--- src/rtl/cand_pkg.sv ---
// Shared types and defaults for the minimum-cost candidate selector.
package cand_pkg;

    localparam int DEF_COST_W = 16;
    localparam int DEF_IDX_W  = 8;

    typedef logic [DEF_COST_W-1:0] cost_t;
    typedef logic [DEF_IDX_W-1:0]  idx_t;
    typedef logic [DEF_IDX_W:0]    cnt_t;

    typedef enum logic [1:0] {
        IDLE  = 2'd0,
        ACCUM = 2'd1,
        HOLD  = 2'd2
    } state_t;

endpackage

--- src/rtl/cand_cmp.sv ---
// Unsigned magnitude compare of a against b; exactly one of lt/eq/gt is high.
module cand_cmp #(
    parameter int W = 16
) (
    input  logic [W-1:0] a,
    input  logic [W-1:0] b,
    output logic         lt,
    output logic         eq,
    output logic         gt
);

    assign lt = (a < b);
    assign eq = (a == b);
    assign gt = (a > b);

endmodule

--- src/rtl/cand_best_select.sv ---
// Streaming first-minimum selector over a candidate cost group.
// Optional tie counter (out_ties) enabled by defining CAND_TIE_CNT_EN.
module cand_best_select
    import cand_pkg::*;
#(
    parameter int COST_W = DEF_COST_W,
    parameter int IDX_W  = DEF_IDX_W
) (
    input  logic              clk,
    input  logic              rst_n,
    input  logic              in_valid,
    output logic              in_ready,
    input  logic [COST_W-1:0] in_cost,
    input  logic              in_last,
    output logic              out_valid,
    input  logic              out_ready,
    output logic [COST_W-1:0] out_cost,
    output logic [IDX_W-1:0]  out_idx,
    output logic [IDX_W:0]    out_count,
    output logic              out_ovf
`ifdef CAND_TIE_CNT_EN
    ,
    output logic [IDX_W:0]    out_ties
`endif
);

    localparam logic [IDX_W:0]   CNT_MAX = {1'b1, {IDX_W{1'b0}}};
    localparam logic [IDX_W:0]   CNT_ONE = {{IDX_W{1'b0}}, 1'b1};
    localparam logic [IDX_W-1:0] IDX_MAX = {IDX_W{1'b1}};

    function automatic logic [IDX_W:0] sat_inc(input logic [IDX_W:0] c);
        if (c == CNT_MAX) begin
            return c;
        end else begin
            return c + CNT_ONE;
        end
    endfunction

    state_t              state_q, state_d;
    logic [COST_W-1:0]   best_q, best_d;
    logic [IDX_W-1:0]    idx_q, idx_d;
    logic [IDX_W:0]      cnt_q, cnt_d;
    logic                ovf_q, ovf_d;
    logic                valid_q, valid_d;
    logic                ready_q, ready_d;
    logic                xfer_s, cnt_full_s;
    logic                lt_s, eq_s, gt_s;

    cand_cmp #(.W(COST_W)) u_cmp (
        .a  (in_cost),
        .b  (best_q),
        .lt (lt_s),
        .eq (eq_s),
        .gt (gt_s)
    );

    assign xfer_s     = in_valid & ready_q;
    assign cnt_full_s = (cnt_q == CNT_MAX);

`ifdef CAND_TIE_CNT_EN
    logic [IDX_W:0] ties_q, ties_d;
    logic           unused_cmp_s;
    assign unused_cmp_s = gt_s;
    assign out_ties     = ties_q;
`else
    logic           unused_cmp_s;
    assign unused_cmp_s = ^{eq_s, gt_s};
`endif

    // State register
    always_ff @(posedge clk or negedge rst_n) begin
        if (!rst_n) begin
            state_q <= IDLE;
        end else begin
            state_q <= state_d;
        end
    end

    // Next-state logic
    always_comb begin
        state_d = state_q;
        case (state_q)
            IDLE, ACCUM: begin
                if (xfer_s) begin
                    state_d = in_last ? HOLD : ACCUM;
                end else begin
                    state_d = state_q;
                end
            end
            HOLD: begin
                if (valid_q && out_ready) begin
                    state_d = IDLE;
                end else begin
                    state_d = HOLD;
                end
            end
            default: state_d = IDLE;
        endcase
    end

    // Datapath and handshake next values; a group's first beat always seeds the registers
    always_comb begin
        best_d  = best_q;
        idx_d   = idx_q;
        cnt_d   = cnt_q;
        ovf_d   = ovf_q;
`ifdef CAND_TIE_CNT_EN
        ties_d  = ties_q;
`endif
        valid_d = (state_d == HOLD);
        ready_d = (state_d != HOLD);
        case (state_q)
            IDLE: begin
                if (xfer_s) begin
                    best_d = in_cost;
                    idx_d  = {IDX_W{1'b0}};
                    cnt_d  = CNT_ONE;
                    ovf_d  = 1'b0;
`ifdef CAND_TIE_CNT_EN
                    ties_d = CNT_ONE;
`endif
                end else begin
                    best_d = best_q;
                end
            end
            ACCUM: begin
                if (xfer_s) begin
                    // Once saturated, count stays put and the overflow flag sticks
                    if (cnt_full_s) begin
                        ovf_d = 1'b1;
                    end else begin
                        cnt_d = cnt_q + CNT_ONE;
                    end
                    if (lt_s) begin
                        best_d = in_cost;
                        idx_d  = cnt_full_s ? IDX_MAX : cnt_q[IDX_W-1:0];
                    end else begin
                        idx_d  = idx_q;
                    end
`ifdef CAND_TIE_CNT_EN
                    if (lt_s) begin
                        ties_d = CNT_ONE;
                    end else if (eq_s) begin
                        ties_d = sat_inc(ties_q);
                    end else begin
                        ties_d = ties_q;
                    end
`endif
                end else begin
                    best_d = best_q;
                end
            end
            default: begin
                best_d = best_q;
            end
        endcase
    end

    // Datapath and output registers
    always_ff @(posedge clk or negedge rst_n) begin
        if (!rst_n) begin
            best_q  <= {COST_W{1'b0}};
            idx_q   <= {IDX_W{1'b0}};
            cnt_q   <= {(IDX_W+1){1'b0}};
            ovf_q   <= 1'b0;
            valid_q <= 1'b0;
            ready_q <= 1'b0;
`ifdef CAND_TIE_CNT_EN
            ties_q  <= {(IDX_W+1){1'b0}};
`endif
        end else begin
            best_q  <= best_d;
            idx_q   <= idx_d;
            cnt_q   <= cnt_d;
            ovf_q   <= ovf_d;
            valid_q <= valid_d;
            ready_q <= ready_d;
`ifdef CAND_TIE_CNT_EN
            ties_q  <= ties_d;
`endif
        end
    end

    assign in_ready  = ready_q;
    assign out_valid = valid_q;
    assign out_cost  = best_q;
    assign out_idx   = idx_q;
    assign out_count = cnt_q;
    assign out_ovf   = ovf_q;

endmodule

--- config.mk ---
export PLATFORM = sky130hd
export DESIGN_NAME = cand_best_select
export DESIGN_NICKNAME = d
export VERILOG_FILES = /design/src/rtl/cand_pkg.sv /design/src/rtl/cand_cmp.sv /design/src/rtl/cand_best_select.sv
export SDC_FILE = /design/constraint.sdc
export NUM_CORES = 1
export LEC_CHECK = 0
export BUFFER_PORTS_ARGS = -buffer_cell sky130_fd_sc_hd__clkbuf_2
export CAP_MARGIN = 20
export CORE_MARGIN = 8
export CORE_UTILIZATION = 44
export DETAILED_ROUTE_END_ITERATION = 16
export PLACE_DENSITY_LB_ADDON = 0.3
export REMOVE_ABC_BUFFERS = 1
export SYNTH_ARGS = -nofsm -noshare
export SYNTH_HDL_FRONTEND = slang
export SYNTH_SLANG_ARGS = --single-unit
--- constraint.sdc ---
create_clock -name clk -period 6.7 [get_ports clk]
set_input_delay 0.67 -clock clk [delete_from_list [all_inputs] [get_ports clk]]
set_output_delay 0.67 -clock clk [all_outputs]
set_load 0.005 [all_outputs]
# Word level (Yosys, flattened, before mapping)
# Cells that the tools add are included.
dict set report word_totals {
  in_bits 21
  output_inout_bits 36
  register_bits 38
  elab_cells 48
}
dict set report op_classes {
  reduce_logical 7
  addsub 1
  n_bitwise 1
  muxes 21
  order_cmp 1
  eq_ne 10
}
# cell n
set op_table {}
lappend op_table {{2-to-1 mux 16 bit} 3}
lappend op_table {{2-to-1 mux 8 bit} 4}
lappend op_table {{case mux 16 bit (2 select lines)} 1}
lappend op_table {{2-to-1 mux 9 bit} 3}
lappend op_table {{case mux 9 bit (2 select lines)} 1}
lappend op_table {{less-than comparator 16 bit} 1}
lappend op_table {{case mux 8 bit (2 select lines)} 1}
lappend op_table {{!= test 2 bit, second input constant} 6}
lappend op_table {{AND reduction 4 bit} 3}
lappend op_table {{adder 9 x 1 -> 9 bit, second input constant} 1}
lappend op_table {{equality test 9 bit, second input constant} 1}
lappend op_table {{2-to-1 mux 2 bit} 3}
lappend op_table {{equality test 2 bit, second input constant} 2}
lappend op_table {{case mux 2 bit (2 select lines)} 1}
lappend op_table {{2-to-1 mux 1 bit} 3}
lappend op_table {{equality test 2 x 1 -> 1 bit, second input constant} 1}
lappend op_table {{zero test 2 bit} 1}
lappend op_table {{case mux 1 bit (2 select lines)} 1}
lappend op_table {{nonzero test 2 bit} 1}
lappend op_table {{OR reduction 2 bit} 1}
lappend op_table {{bitwise AND 1 bit} 1}
lappend op_table {{logical AND 1 bit} 1}

# Longest topological paths before layout
dict set report depth {
  depth_word 5
  ltp_mapped 8
}

# Hierarchy
# Synthesis repeated with hierarchy kept, for this count alone.
dict set report unflattened {
  cells_unflattened 203
  area_unflattened_um2 2133.3
}
# module area_per_inst_um2 cells_per_inst n_inst seq_area_each_um2
set by_module_without_submodules {}
lappend by_module_without_submodules {cand_best_select 1720.4 145 1 950.9}
lappend by_module_without_submodules {cand_cmp 412.9 58 1 0.0}

# Least setup slack after synthesis
# Ideal clock, no wire load.
dict set report synth_path {
  path_kind {input -> register}
  from {in in_cost[15]}
  to {reg best_q[10] (netlist: out_cost[10])}
  arrival_ns 2.330
  required_time_ns 6.575
  path_stages 7
  n_path_buf 1
  setup_slack_ns 4.244
  path_cell_list {ha_1 nand4_2 nor4_2 a22oi_1 a31oi_4 buf_8 mux2_4}
}
dict set report synth_via {
  elab_chain_cells 3
}
# element line
set synth_rtl {}
lappend synth_rtl {{start, declared} cand_best_select.sv:13} ;# input logic [COST_W-1:0] in_cost,
lappend synth_rtl {{less-than comparator 16 bit} cand_cmp.sv:12} ;# assign lt = (a < b);
lappend synth_rtl {{!= test 2 bit (no source line)} -}
lappend synth_rtl {{AND reduction 4 bit (no source line)} -}
lappend synth_rtl {{end signal, assigned} cand_best_select.sv:162} ;# best_q <= {COST_W{1'b0}};
lappend synth_rtl {{end signal, assigned} cand_best_select.sv:172} ;# best_q <= best_d;
lappend synth_rtl {{end, declared} cand_best_select.sv:40} ;# logic [COST_W-1:0] best_q, best_d;
# No other way between the ends.
# A chain may end at the register's enable or synchronous reset.

# Worst setup path in the final report
dict set report layout_path {
  from {in in_cost[15]}
  to {reg best_q[1] (netlist: out_cost[1])}
}
# The elaborated chain is that of the path after synthesis.

==> results by stage <==
Status:
- The flow ran to the end, and the final reports show no timing, DRC or antenna violations.

Yosys:
- In the synthesized netlist the dominant register cell turns out to be sky130_fd_sc_hd__dfrtp_1.
- Among all cell types in the netlist, the one instantiated most often is sky130_fd_sc_hd__dfrtp_1.
- The synthesized design contains 38 register bits.
- The mean area per synthesized cell is 10.7 um^2.
- Ranked by instance count, the synthesized netlist is headed by sky130_fd_sc_hd__dfrtp_1 (38), sky130_fd_sc_hd__inv_1 (19), sky130_fd_sc_hd__nand2_1 (18).
- Counting every instance in the synthesized netlist gives roughly 200.
- During synthesis, Yosys emitted a total of 0 warnings.
- The number of flops mapped to enable cells by yosys is 0.
- Of all flip-flops after synthesis, the portion carrying an async set or reset was 1.00.
- Of the synthesized area, sequential elements account for 0.443.
- The top-area cell type share of the netlist area is 0.443.
- The synthesized netlist contains 35 unique library cells.
- Summing every instance area after synthesis gives 0.00215 mm^2.
- The cell accounting for the most synthesized area is sky130_fd_sc_hd__dfrtp_1.
- Ranked by total cell area, the synthesized netlist is headed by sky130_fd_sc_hd__dfrtp_1 (44%), sky130_fd_sc_hd__ha_1 (9.9%), sky130_fd_sc_hd__mux2_4 (7.0%), sky130_fd_sc_hd__mux2_2 (4.7%), sky130_fd_sc_hd__mux2i_1 (4.2%).

Global routing:
- The overall routing resource usage is 0.137.
- The number of antenna violations at the first check in global routing is 0.
- Summed over all layers, the global routing overflow is 0.
- Entering global routing, the biggest net connects 39 pins.
- The first global-routing pass estimated 8210 um of wire.
- The via count of the first global-routing pass was about 1,700.

STA:
- The final count of pins violating max slew was 0.
- The worst hold slack is between 200 and 300 ps.
- Summed over all failing endpoints, the final setup total negative slack is 0 ps.
- Headroom to the max-slew limit came out at 0.526.
- The transition time at the pin with the least slew margin is 712 ps.
- Setup repair after global routing left no endpoint under its margin.
- Counting I/O delays and the setup requirement, the final critical path takes 2600 ps.
- The final clock period utilization by the worst path is 0.388.
- Setup violations remaining at the end of the flow were counted as 0.
- The maximum clock frequency is between 0.3 and 0.4 GHz.
- The clock skew after layout is around 8.6 ps.
- The number of failing hold endpoints at the final stage came to 0.
- The final critical-path setup slack is 4100 ps.

Setup path:
- The critical path is of the in -> reg type.
- The startpoint identified for the worst register-to-register timing path is out_cost[14].
- The worst setup path is captured at a flop.
- The endpoint identified for the worst register-to-register timing path is out_cost[1].
- STA puts the critical path data required time at 6870 ps.
- The biggest fanout along the worst timing path is 16.
- The element type at the critical path start is an input pin.
- In this run the register-to-register setup slack is about 4200 ps.
- For the worst flop-to-flop path, the logic depth is 7.
- The data arrival at the endpoint of the critical path is ~2800 ps.

Finish:
- The count of filler cells inserted in the layout is 447.
- The fraction of final layout cells with drive strength greater than 1 is 0.336.
- The number of antenna diodes in the final layout is 0.
- At the end of the flow, the number of nets in the layout was 296.
- The synthesis-to-layout area growth is 20.3%.

Clock network:
- TritonCTS built the clock tree.
- The number of gates resized after CTS was 0.
- The maximum level of the CTS H-tree is 2.
- The number of setup buffers added after CTS is 0.
- The register clock-pin slew on the reported worst setup and hold paths is roughly 80 ps.
- Clock latency on the worst-skew pair, taken at its later pin, is 290 ps.
- After clock tree synthesis, the flow added hold-fix buffers numbering 0.
- The number of clock buffers inserted by TritonCTS is 5.
- The tree is rooted in a sky130_fd_sc_hd__clkbuf_8.
- The number of clock sinks is 38.
- In this run the deepest clock path goes through 2 buffers.

Floorplanning:
- The number of top-level pins is 57.
- The area of the die is ~0.0074 mm^2.
- The initial utilization of the core area, before any placement, comes to 0.455.
- The total number of placement rows is 25.
- After floorplanning, the core was sized to cover roughly 0.0047 mm^2.
- The die is about 86 um tall.
- The die is ~86 um wide.

Placed design:
- The total of buffers placed on input and output ports is between 50 and 60.
- Detailed placement ended at an HPWL of 3540 um.
- The final weighted congestion of routability-driven global placement is around 0.8.
- The setup slack at placement is 3800 ps.

Power and ir drop:
- The leakage component of the power is about 0.0014 uW.
- The peak ir drop on the vdd network is roughly 150 uV.
- The power density normalized to cell area is around 390 mW/mm^2.

Worst hold path:
- The path class of the tightest hold or removal check is in -> async.

Drt:
- The number of vias per cell is about 5.1.
- The routed length per instance is approximately 15 um.
- The number of design rule violations left after detail routing is 0.
- The via count is between 1,500 and 2,000.
- The number of routed nets with antenna violations is 0.
- The number of search-and-repair iterations in the first detailed-routing pass is 4.
- Wires add up to around 4800 um.
- The first-iteration detailed-routing DRC count is between 70 and 80.

Flow run:
- Across the run, the number of max-cap violations was 0.
metal layers:
layer  track usage  wire length, um
met5             0                0
met4        0.0653               89
met3        0.0325              203
met2         0.224             2290
met1         0.165             2180
cell usage in the layout, fill, tap and decap left out, drive strengths merged, types with 4 or more instances in the layout:
cell	instances
a21oi	8
a22o	7
clkbuf	63
dfrtp	38
ha	17
inv	19
mux2	19
mux2i	9
nand2	18
nand3	5
nand4	4
nor2	12
o21ai	16
critical path, stage by stage:
cell and delay (ps):
sky130_fd_sc_hd__clkbuf_2 90, sky130_fd_sc_hd__ha_1 300, sky130_fd_sc_hd__nand4_2 170, sky130_fd_sc_hd__nor4_2 290, sky130_fd_sc_hd__a22oi_1 180, sky130_fd_sc_hd__a31oi_4 650
sky130_fd_sc_hd__mux2_2 410
how the worst max path moves through the flow:
| stage | end | depth (start not counted) | startpoint |
|---|---|---|---|
| floorplan | out_cost[0] | 6 | in_cost[15] |
| global placement | out_cost[14] | 7 | in_cost[15] |
| detailed placement | out_cost[15] | 7 | in_cost[15] |
| CTS | out_cost[15] | 7 | in_cost[15] |
| global route | out_cost[1] | 7 | in_cost[15] |
| finish | out_cost[1] | 7 | in_cost[15] |
report_power, final:
part           total, uW  switching (uW)  leakage [uW]  internal [uW]
clock network        163            79.7     0.0000482           83.1
logic                453             216      0.000841            237
registers            395            86.7      0.000480            308
registers in the layout (all words and copies together), names as in the netlist:
register / flops
out_count: 9
state_q: 2
in_ready: 1
out_ovf: 1
out_cost: 16
out_valid: 1
out_idx: 8
cell families (layout without fill, tap and decap cells):
| kind of cell | Yosys count | count (layout) | synth area share |
|---|---|---|---|
| flip-flops | 38 | 38 | 0.443 |
| buffers and inverters | 26 | 84 | 0.0512 |
| AND/OR/NAND/NOR | 54 | 54 | 0.133 |
| AO/OA/AOI/OAI | 38 | 38 | 0.115 |
| adder cells (fa/ha/maj) | 17 | 17 | 0.0990 |
| multiplexers | 28 | 28 | 0.159 |
per-stage QoR:
step                      area (um^2)  power (uW)  utilization  std cells
final                            2580        1010        0.547        326
after detailed placement         2470         854        0.524        317
after global routing             2580        1100        0.547        326
after CTS                        2560        1020        0.543        325
after floorplan                  2110         689            -        194
after global placement           2470         843        0.524        317
cell type report:
cell class | count | area, um^2 | share of cell area
repair buffers | 57 | 300 | 0.116
clock inverters | 1 | 5.00 | 0.00194
flip-flops and latches | 38 | 951 | 0.368
multi-input cells | 137 | 1090 | 0.421
clock buffers | 7 | 86.3 | 0.0334
well taps | 67 | 83.8 | 0.0324
inverters | 19 | 71.3 | 0.0276
No activity file was read; power rests on OpenSTA's default activity.
